===== src/rtl/riscv_pipe_pkg.sv =====
// Shared pipeline constants and control-bundle types for the ID/EX, EX/MEM and MEM/WB registers.
package riscv_pipe_pkg;

    localparam int XLEN        = 32;
    localparam int ALUOP_W     = 4;
    localparam int REG_ADDR_W  = 5;
    localparam int FUNCT3_W    = 3;
    localparam int CTRL_FLAG_W = 7;

    typedef struct packed {
        logic reg_write;
        logic mem_read;
        logic mem_write;
        logic mem_to_reg;
        logic alu_src;
        logic branch;
        logic jump;
    } ctrl_flags_t;

    // All-zero control word: a NOP bubble that writes nothing and never branches.
    localparam ctrl_flags_t CTRL_BUBBLE = ctrl_flags_t'({CTRL_FLAG_W{1'b0}});

endpackage


===== src/rtl/idex_hazard_detect.sv =====
// Load-use comparator: flags an ID instruction that reads the destination of a load sitting in EX.
module idex_hazard_detect
    import riscv_pipe_pkg::*;
(
    input  logic                  ex_valid,
    input  logic                  ex_mem_read,
    input  logic [REG_ADDR_W-1:0] ex_rd_addr,
    input  logic [REG_ADDR_W-1:0] id_rs1_addr,
    input  logic [REG_ADDR_W-1:0] id_rs2_addr,
    input  logic                  id_rs1_used,
    input  logic                  id_rs2_used,
    output logic                  hazard
);

    logic rs1_match_s;
    logic rs2_match_s;

    assign rs1_match_s = id_rs1_used & (ex_rd_addr == id_rs1_addr);
    assign rs2_match_s = id_rs2_used & (ex_rd_addr == id_rs2_addr);

    // x0 is never a real destination, so a load to x0 cannot create a dependency.
    assign hazard = ex_valid & ex_mem_read & (ex_rd_addr != {REG_ADDR_W{1'b0}})
                  & (rs1_match_s | rs2_match_s);

endmodule


===== src/rtl/idex_pipeline_reg.sv =====
// ID/EX pipeline register with stall, flush and bubble insertion.
// Define IDEX_LOADUSE_DETECT_EN to build in load-use detection and the IF/ID stall request.
module idex_pipeline_reg #(
    parameter int XLEN    = 32,
    parameter int ALUOP_W = 4
) (
    input  logic               i_clk,
    input  logic               i_rst_n,
    input  logic               i_stall,
    input  logic               i_flush,
    input  logic               i_valid_ID,
    input  logic [XLEN-1:0]    i_pc_ID,
    input  logic [XLEN-1:0]    i_rs1_data_ID,
    input  logic [XLEN-1:0]    i_rs2_data_ID,
    input  logic [XLEN-1:0]    i_imm_ID,
    input  logic [4:0]         i_rs1_addr_ID,
    input  logic [4:0]         i_rs2_addr_ID,
    input  logic [4:0]         i_rd_addr_ID,
    input  logic               i_rs1_used_ID,
    input  logic               i_rs2_used_ID,
    input  logic [2:0]         i_funct3_ID,
    input  logic               i_clu_RegWrite_ID,
    input  logic               i_clu_MemRead_ID,
    input  logic               i_clu_MemWrite_ID,
    input  logic               i_clu_MemtoReg_ID,
    input  logic               i_clu_ALUSrc_ID,
    input  logic               i_clu_Branch_ID,
    input  logic               i_clu_Jump_ID,
    input  logic [ALUOP_W-1:0] i_clu_ALUOp_ID,
    output logic               o_valid_IDEX,
    output logic [XLEN-1:0]    o_pc_IDEX,
    output logic [XLEN-1:0]    o_rs1_data_IDEX,
    output logic [XLEN-1:0]    o_rs2_data_IDEX,
    output logic [XLEN-1:0]    o_imm_IDEX,
    output logic [4:0]         o_rs1_addr_IDEX,
    output logic [4:0]         o_rs2_addr_IDEX,
    output logic [4:0]         o_rd_addr_IDEX,
    output logic [2:0]         o_funct3_IDEX,
    output logic               o_clu_RegWrite_IDEX,
    output logic               o_clu_MemRead_IDEX,
    output logic               o_clu_MemWrite_IDEX,
    output logic               o_clu_MemtoReg_IDEX,
    output logic               o_clu_ALUSrc_IDEX,
    output logic               o_clu_Branch_IDEX,
    output logic               o_clu_Jump_IDEX,
    output logic [ALUOP_W-1:0] o_clu_ALUOp_IDEX,
    output logic               o_stall_IFID
);

    import riscv_pipe_pkg::*;

    logic                  valid_r;
    logic [XLEN-1:0]       pc_r;
    logic [XLEN-1:0]       rs1_data_r;
    logic [XLEN-1:0]       rs2_data_r;
    logic [XLEN-1:0]       imm_r;
    logic [REG_ADDR_W-1:0] rs1_addr_r;
    logic [REG_ADDR_W-1:0] rs2_addr_r;
    logic [REG_ADDR_W-1:0] rd_addr_r;
    logic [FUNCT3_W-1:0]   funct3_r;
    ctrl_flags_t           ctrl_r;
    logic [ALUOP_W-1:0]    alu_op_r;

    ctrl_flags_t ctrl_id_s;
    logic        hazard_s;
    logic        hold_s;
    logic        bubble_s;

    assign ctrl_id_s = '{reg_write:  i_clu_RegWrite_ID,
                         mem_read:   i_clu_MemRead_ID,
                         mem_write:  i_clu_MemWrite_ID,
                         mem_to_reg: i_clu_MemtoReg_ID,
                         alu_src:    i_clu_ALUSrc_ID,
                         branch:     i_clu_Branch_ID,
                         jump:       i_clu_Jump_ID};

`ifdef IDEX_LOADUSE_DETECT_EN
    idex_hazard_detect u_hazard (
        .ex_valid    (valid_r),
        .ex_mem_read (ctrl_r.mem_read),
        .ex_rd_addr  (rd_addr_r),
        .id_rs1_addr (i_rs1_addr_ID),
        .id_rs2_addr (i_rs2_addr_ID),
        .id_rs1_used (i_rs1_used_ID),
        .id_rs2_used (i_rs2_used_ID),
        .hazard      (hazard_s)
    );
`else
    assign hazard_s = 1'b0;
`endif

    assign o_stall_IFID = hazard_s & ~i_flush;

    // Edge priority: flush beats stall, stall beats hazard bubble, bubble beats load.
    always_comb begin
        hold_s   = 1'b0;
        bubble_s = 1'b0;
        if (i_flush) begin
            bubble_s = 1'b1;
        end else if (i_stall) begin
            hold_s = 1'b1;
        end else begin
            bubble_s = hazard_s | ~i_valid_ID;
        end
    end

    // Pipeline state: a bubble zeroes every field so forwarding never matches a stale address.
    always_ff @(posedge i_clk or negedge i_rst_n) begin
        if (!i_rst_n) begin
            valid_r    <= 1'b0;
            pc_r       <= {XLEN{1'b0}};
            rs1_data_r <= {XLEN{1'b0}};
            rs2_data_r <= {XLEN{1'b0}};
            imm_r      <= {XLEN{1'b0}};
            rs1_addr_r <= {REG_ADDR_W{1'b0}};
            rs2_addr_r <= {REG_ADDR_W{1'b0}};
            rd_addr_r  <= {REG_ADDR_W{1'b0}};
            funct3_r   <= {FUNCT3_W{1'b0}};
            ctrl_r     <= CTRL_BUBBLE;
            alu_op_r   <= {ALUOP_W{1'b0}};
        end else if (hold_s) begin
            valid_r    <= valid_r;
            pc_r       <= pc_r;
            rs1_data_r <= rs1_data_r;
            rs2_data_r <= rs2_data_r;
            imm_r      <= imm_r;
            rs1_addr_r <= rs1_addr_r;
            rs2_addr_r <= rs2_addr_r;
            rd_addr_r  <= rd_addr_r;
            funct3_r   <= funct3_r;
            ctrl_r     <= ctrl_r;
            alu_op_r   <= alu_op_r;
        end else if (bubble_s) begin
            valid_r    <= 1'b0;
            pc_r       <= {XLEN{1'b0}};
            rs1_data_r <= {XLEN{1'b0}};
            rs2_data_r <= {XLEN{1'b0}};
            imm_r      <= {XLEN{1'b0}};
            rs1_addr_r <= {REG_ADDR_W{1'b0}};
            rs2_addr_r <= {REG_ADDR_W{1'b0}};
            rd_addr_r  <= {REG_ADDR_W{1'b0}};
            funct3_r   <= {FUNCT3_W{1'b0}};
            ctrl_r     <= CTRL_BUBBLE;
            alu_op_r   <= {ALUOP_W{1'b0}};
        end else begin
            valid_r    <= 1'b1;
            pc_r       <= i_pc_ID;
            rs1_data_r <= i_rs1_data_ID;
            rs2_data_r <= i_rs2_data_ID;
            imm_r      <= i_imm_ID;
            rs1_addr_r <= i_rs1_addr_ID;
            rs2_addr_r <= i_rs2_addr_ID;
            rd_addr_r  <= i_rd_addr_ID;
            funct3_r   <= i_funct3_ID;
            ctrl_r     <= ctrl_id_s;
            alu_op_r   <= i_clu_ALUOp_ID;
        end
    end

    assign o_valid_IDEX        = valid_r;
    assign o_pc_IDEX           = pc_r;
    assign o_rs1_data_IDEX     = rs1_data_r;
    assign o_rs2_data_IDEX     = rs2_data_r;
    assign o_imm_IDEX          = imm_r;
    assign o_rs1_addr_IDEX     = rs1_addr_r;
    assign o_rs2_addr_IDEX     = rs2_addr_r;
    assign o_rd_addr_IDEX      = rd_addr_r;
    assign o_funct3_IDEX       = funct3_r;
    assign o_clu_RegWrite_IDEX = ctrl_r.reg_write;
    assign o_clu_MemRead_IDEX  = ctrl_r.mem_read;
    assign o_clu_MemWrite_IDEX = ctrl_r.mem_write;
    assign o_clu_MemtoReg_IDEX = ctrl_r.mem_to_reg;
    assign o_clu_ALUSrc_IDEX   = ctrl_r.alu_src;
    assign o_clu_Branch_IDEX   = ctrl_r.branch;
    assign o_clu_Jump_IDEX     = ctrl_r.jump;
    assign o_clu_ALUOp_IDEX    = alu_op_r;

endmodule

===== config.mk =====
export PLATFORM = sky130hd
export DESIGN_NAME = idex_pipeline_reg
export DESIGN_NICKNAME = d
export VERILOG_FILES = /design/src/rtl/riscv_pipe_pkg.sv /design/src/rtl/idex_hazard_detect.sv /design/src/rtl/idex_pipeline_reg.sv
export SDC_FILE = /design/constraint.sdc
export NUM_CORES = 1
export LEC_CHECK = 0
export BUFFER_PORTS_ARGS = -buffer_cell sky130_fd_sc_hd__buf_2
export CAP_MARGIN = 20
export CORE_MARGIN = 2
export CORE_UTILIZATION = 40
export CTS_CLUSTER_DIAMETER = 40
export DETAILED_ROUTE_END_ITERATION = 8
export PLACE_DENSITY_LB_ADDON = 0.3
export SYNTH_ARGS = -nofsm -noshare
export SYNTH_HDL_FRONTEND = slang
export SYNTH_SLANG_ARGS = --single-unit

===== constraint.sdc =====
create_clock -name i_clk -period 0.8 [get_ports i_clk]
set_input_delay 0.08 -clock i_clk [delete_from_list [all_inputs] [get_ports i_clk]]
set_output_delay 0.08 -clock i_clk [all_outputs]
set_load 0.005 [all_outputs]

==> flow_summary.json <==
{
  "htree_num_levels": 4,
  "synth_top_cell_by_area": "dfrtp_1",
  "fillers": 908,
  "cts_tree": "done",
  "synth_top_area_share_pct": 67.4,
  "die_h_microns": 125,
  "switchingPower_uw": 4510,
  "syn_avg_cell_area_sq_um": 15.7,
  "critPathLaunchType": "register",
  "crit_family": "flip-flops",
  "period_needed_ns": 1.04,
  "synthFlopType": "dfrtp_1",
  "cp.required_ns": 0.72,
  "power-per-cell-area_nw_per_um2": 1830,
  "ios": 323,
  "grt_max_degree": 56,
  "yosys_warnings": 0,
  "synthTopCellsByArea": "dfrtp_1 67%, a32o_1 27%, buf_2 3.0%, buf_4 1.5%, buf_6 0.38%",
  "vias": 6159,
  "hold_violations": 0,
  "place_congestion": 0.786,
  "regArea_sq_um": 3950,
  "wl_per_cell_microns": 19.1,
  "cap_viol_max_count": 0,
  "power_frac_clock_pct": 42.2,
  "ir_worst_vdd_mv": 1.27,
  "path_cells": "buf_2",
  "crit_path_end_kind": "output port",
  "die_w_microns": 125,
  "grt_pass1_vias": 6327,
  "slowest_stage": "dfrtp_1",
  "route.detailed.drc": 0,
  "dp_slack_ns": -0.236,
  "multiInputGateArea_sq_um": 1620,
  "fin_skew_ns": 0,
  "slowest_delay_ns": 0.40,
  "dp.cells": 844,
  "drt-total-wl_microns": 21400,
  "finalCritPeriodShare_pct": 130,
  "instances_no_fill": 1121,
  "p_comb_share_pct": 14.2,
  "postLayoutSetupSlackWorst_ns": -0.239,
  "intPower_uw": 14900,
  "setup_violations": 237,
  "syn-cell-area_sq_um": 5860,
  "core_area_sq_um": 14400,
  "ant_nets": 0,
  "antenna_found_initial": 2,
  "gr-total-overflow": 0,
  "avgViaCountPerCell": 5.49,
  "final_util_pct": 73.7,
  "status": "finished, violations left",
  "drive_gt1_share_pct": 48.9,
  "grt_usage_pct": 25.7,
  "cp_max_fo": 2,
  "synth_edf_count": 0,
  "yosysMostFrequentCell": "dfrtp_1",
  "area_delta_synth_final_pct": 81.2,
  "fmax_mhz": 962,
  "firstDrtPassIters": 5,
  "ys_seq_elements": 158,
  "ys_seq_area_share_pct": 67.4,
  "insertion_delay_ns": 0.42,
  "seq_power_share_pct": 43.5,
  "cts.sinks": 158,
  "synth_commonest_cells": "158 x dfrtp_1, 157 x a32o_1, 35 x buf_2, 12 x buf_4, 3 x clkbuf_1",
  "io_buffers": 319,
  "dp_hpwl_microns": 11400,
  "syn-num-nets": 537,
  "power_leakage_uw": 0.00555,
  "drtIter0Drc": 396,
  "fp-row-count": 44,
  "numCtsBuffers": 17,
  "critPathKind": "reg -> out",
  "critPathBufInv": 1,
  "rsz0062_at_grt": "true",
  "finalNetCount": 1086,
  "initial_core_util_pct": 40.7,
  "root_buffer": "clkbuf_16",
  "synthCells": 373,
  "die_area_sq_um": 15600,
  "grt_pass1_wl_microns": 32100,
  "worstPathArrival_ns": 0.96,
  "worstHoldPathType": "in -> async",
  "clk_pin_slew_ns": 0.06,
  "yosysUniqueCellTypes": 12,
  "failed_checks": "setup timing",
  "slew_violations": 0,
  "clockBufferDepth": 2,
  "switching_share_pct": 23.2,
  "synth-async-reset-ratio_pct": 100
}
cells by family (layout without fill, tap and decap cells):
| group | after synthesis | count (layout) | share of synthesized area, % |
|---|---|---|---|
| flops | 158 | 158 | 67.4 |
| compound gates | 157 | 157 | 26.8 |
| buf+inv | 53 | 615 | 5.16 |
| simple gates | 3 | 3 | 0.384 |
| other cells | 1 | 3 | 0.0639 |
| mux | 1 | 1 | 0.171 |
path summary, 6_finish.rpt:
| path | start | to | slack [ns] | depth (start not counted) |
|---|---|---|---|---|
| worst min-delay path | i_rst_n | o_rs1_data_IDEX[0] | 0.08 | 2 |
| max in group asynchronous | i_rst_n | o_rs1_data_IDEX[20] | 0.23 | 3 |
| worst max register to register | o_pc_IDEX[13] | o_pc_IDEX[13] | -0.12 | 3 |
| worst min register to register | o_rs2_data_IDEX[31] | o_rs2_data_IDEX[31] | 0.49 | 1 |
| worst max-delay path | o_rs1_data_IDEX[31] | o_rs1_data_IDEX[31] | -0.24 | 1 |
| min in group i_clk | i_stall | o_valid_IDEX | 0.11 | 4 |
state kept, by name, indices dropped and copies added (netlist names), 3 cells and up:
name and cells:
o_rd_addr_IDEX 5, o_funct3_IDEX 3, o_pc_IDEX 32, o_rs1_addr_IDEX 5
o_rs1_data_IDEX 32, o_rs2_addr_IDEX 5, o_imm_IDEX 32, o_clu_ALUOp_IDEX 4
o_rs2_data_IDEX 32
power by group through the flow:
stage	clock network (uW)	registers, uW	logic (uW)
after detailed placement	0	8590	1820
after CTS	8310	8440	2550
after global routing	8720	8490	2970
final	8210	8470	2770
after floorplan	0	8620	768
after global placement	0	8580	1770
cell usage in the layout (no fill, tap or decap), drive strengths merged:
cell,n
a32o,157
and2b,1
buf,422
bufinv,3
clkbuf,21
clkinv,7
clkinvlp,1
conb,1
dfrtp,158
diode,2
dlygate4sd3,160
inv,1
mux2i,1
nor2,1
nor2b,1
layer usage:
layer / vias up / wire [microns] / global-route usage (%)
met5: - / 0 / 0
met4: 0 / 1040 / 15.1
met3: 79 / 1300 / 5.56
met2: 311 / 11700 / 46.0
met1: 3107 / 7440 / 28.1
li1: 2662 / - / -
stage by stage:
stage                     power, uW  TNS (ns)  area [sq um]  hold WS (ns)
after global routing          20200    -41.82         10600         0.109
final                         19500    -35.26         10600        0.0847
after global placement        10300    -26.41          7710       -0.0422
after CTS                     19300    -34.99         10200        0.0809
after floorplan                9390     -4.57          6020        -0.216
after detailed placement      10400    -31.79          7710       -0.0414
cell type report:
class / count / area share (%)
multi-input combinational: 162 / 15.2
inverter: 1 / 0.0589
clock buffer: 21 / 4.33
timing repair buffer: 582 / 39.7
sequential: 158 / 37.2
antenna: 2 / 0.0471
clock inverter: 11 / 1.32
tap: 184 / 2.17
timing repair:
item | in CTS | in global routing
gates cloned | 0 | 0
hold buffers | 160 | 0
gates resized for setup | 0 | 24
setup endpoints to repair | 158 | 198
endpoints found under the hold margin | 316 | 0
pin swaps | 38 | 54
setup buffers | 40 | 57
Power figures use the tool's default switching activity.
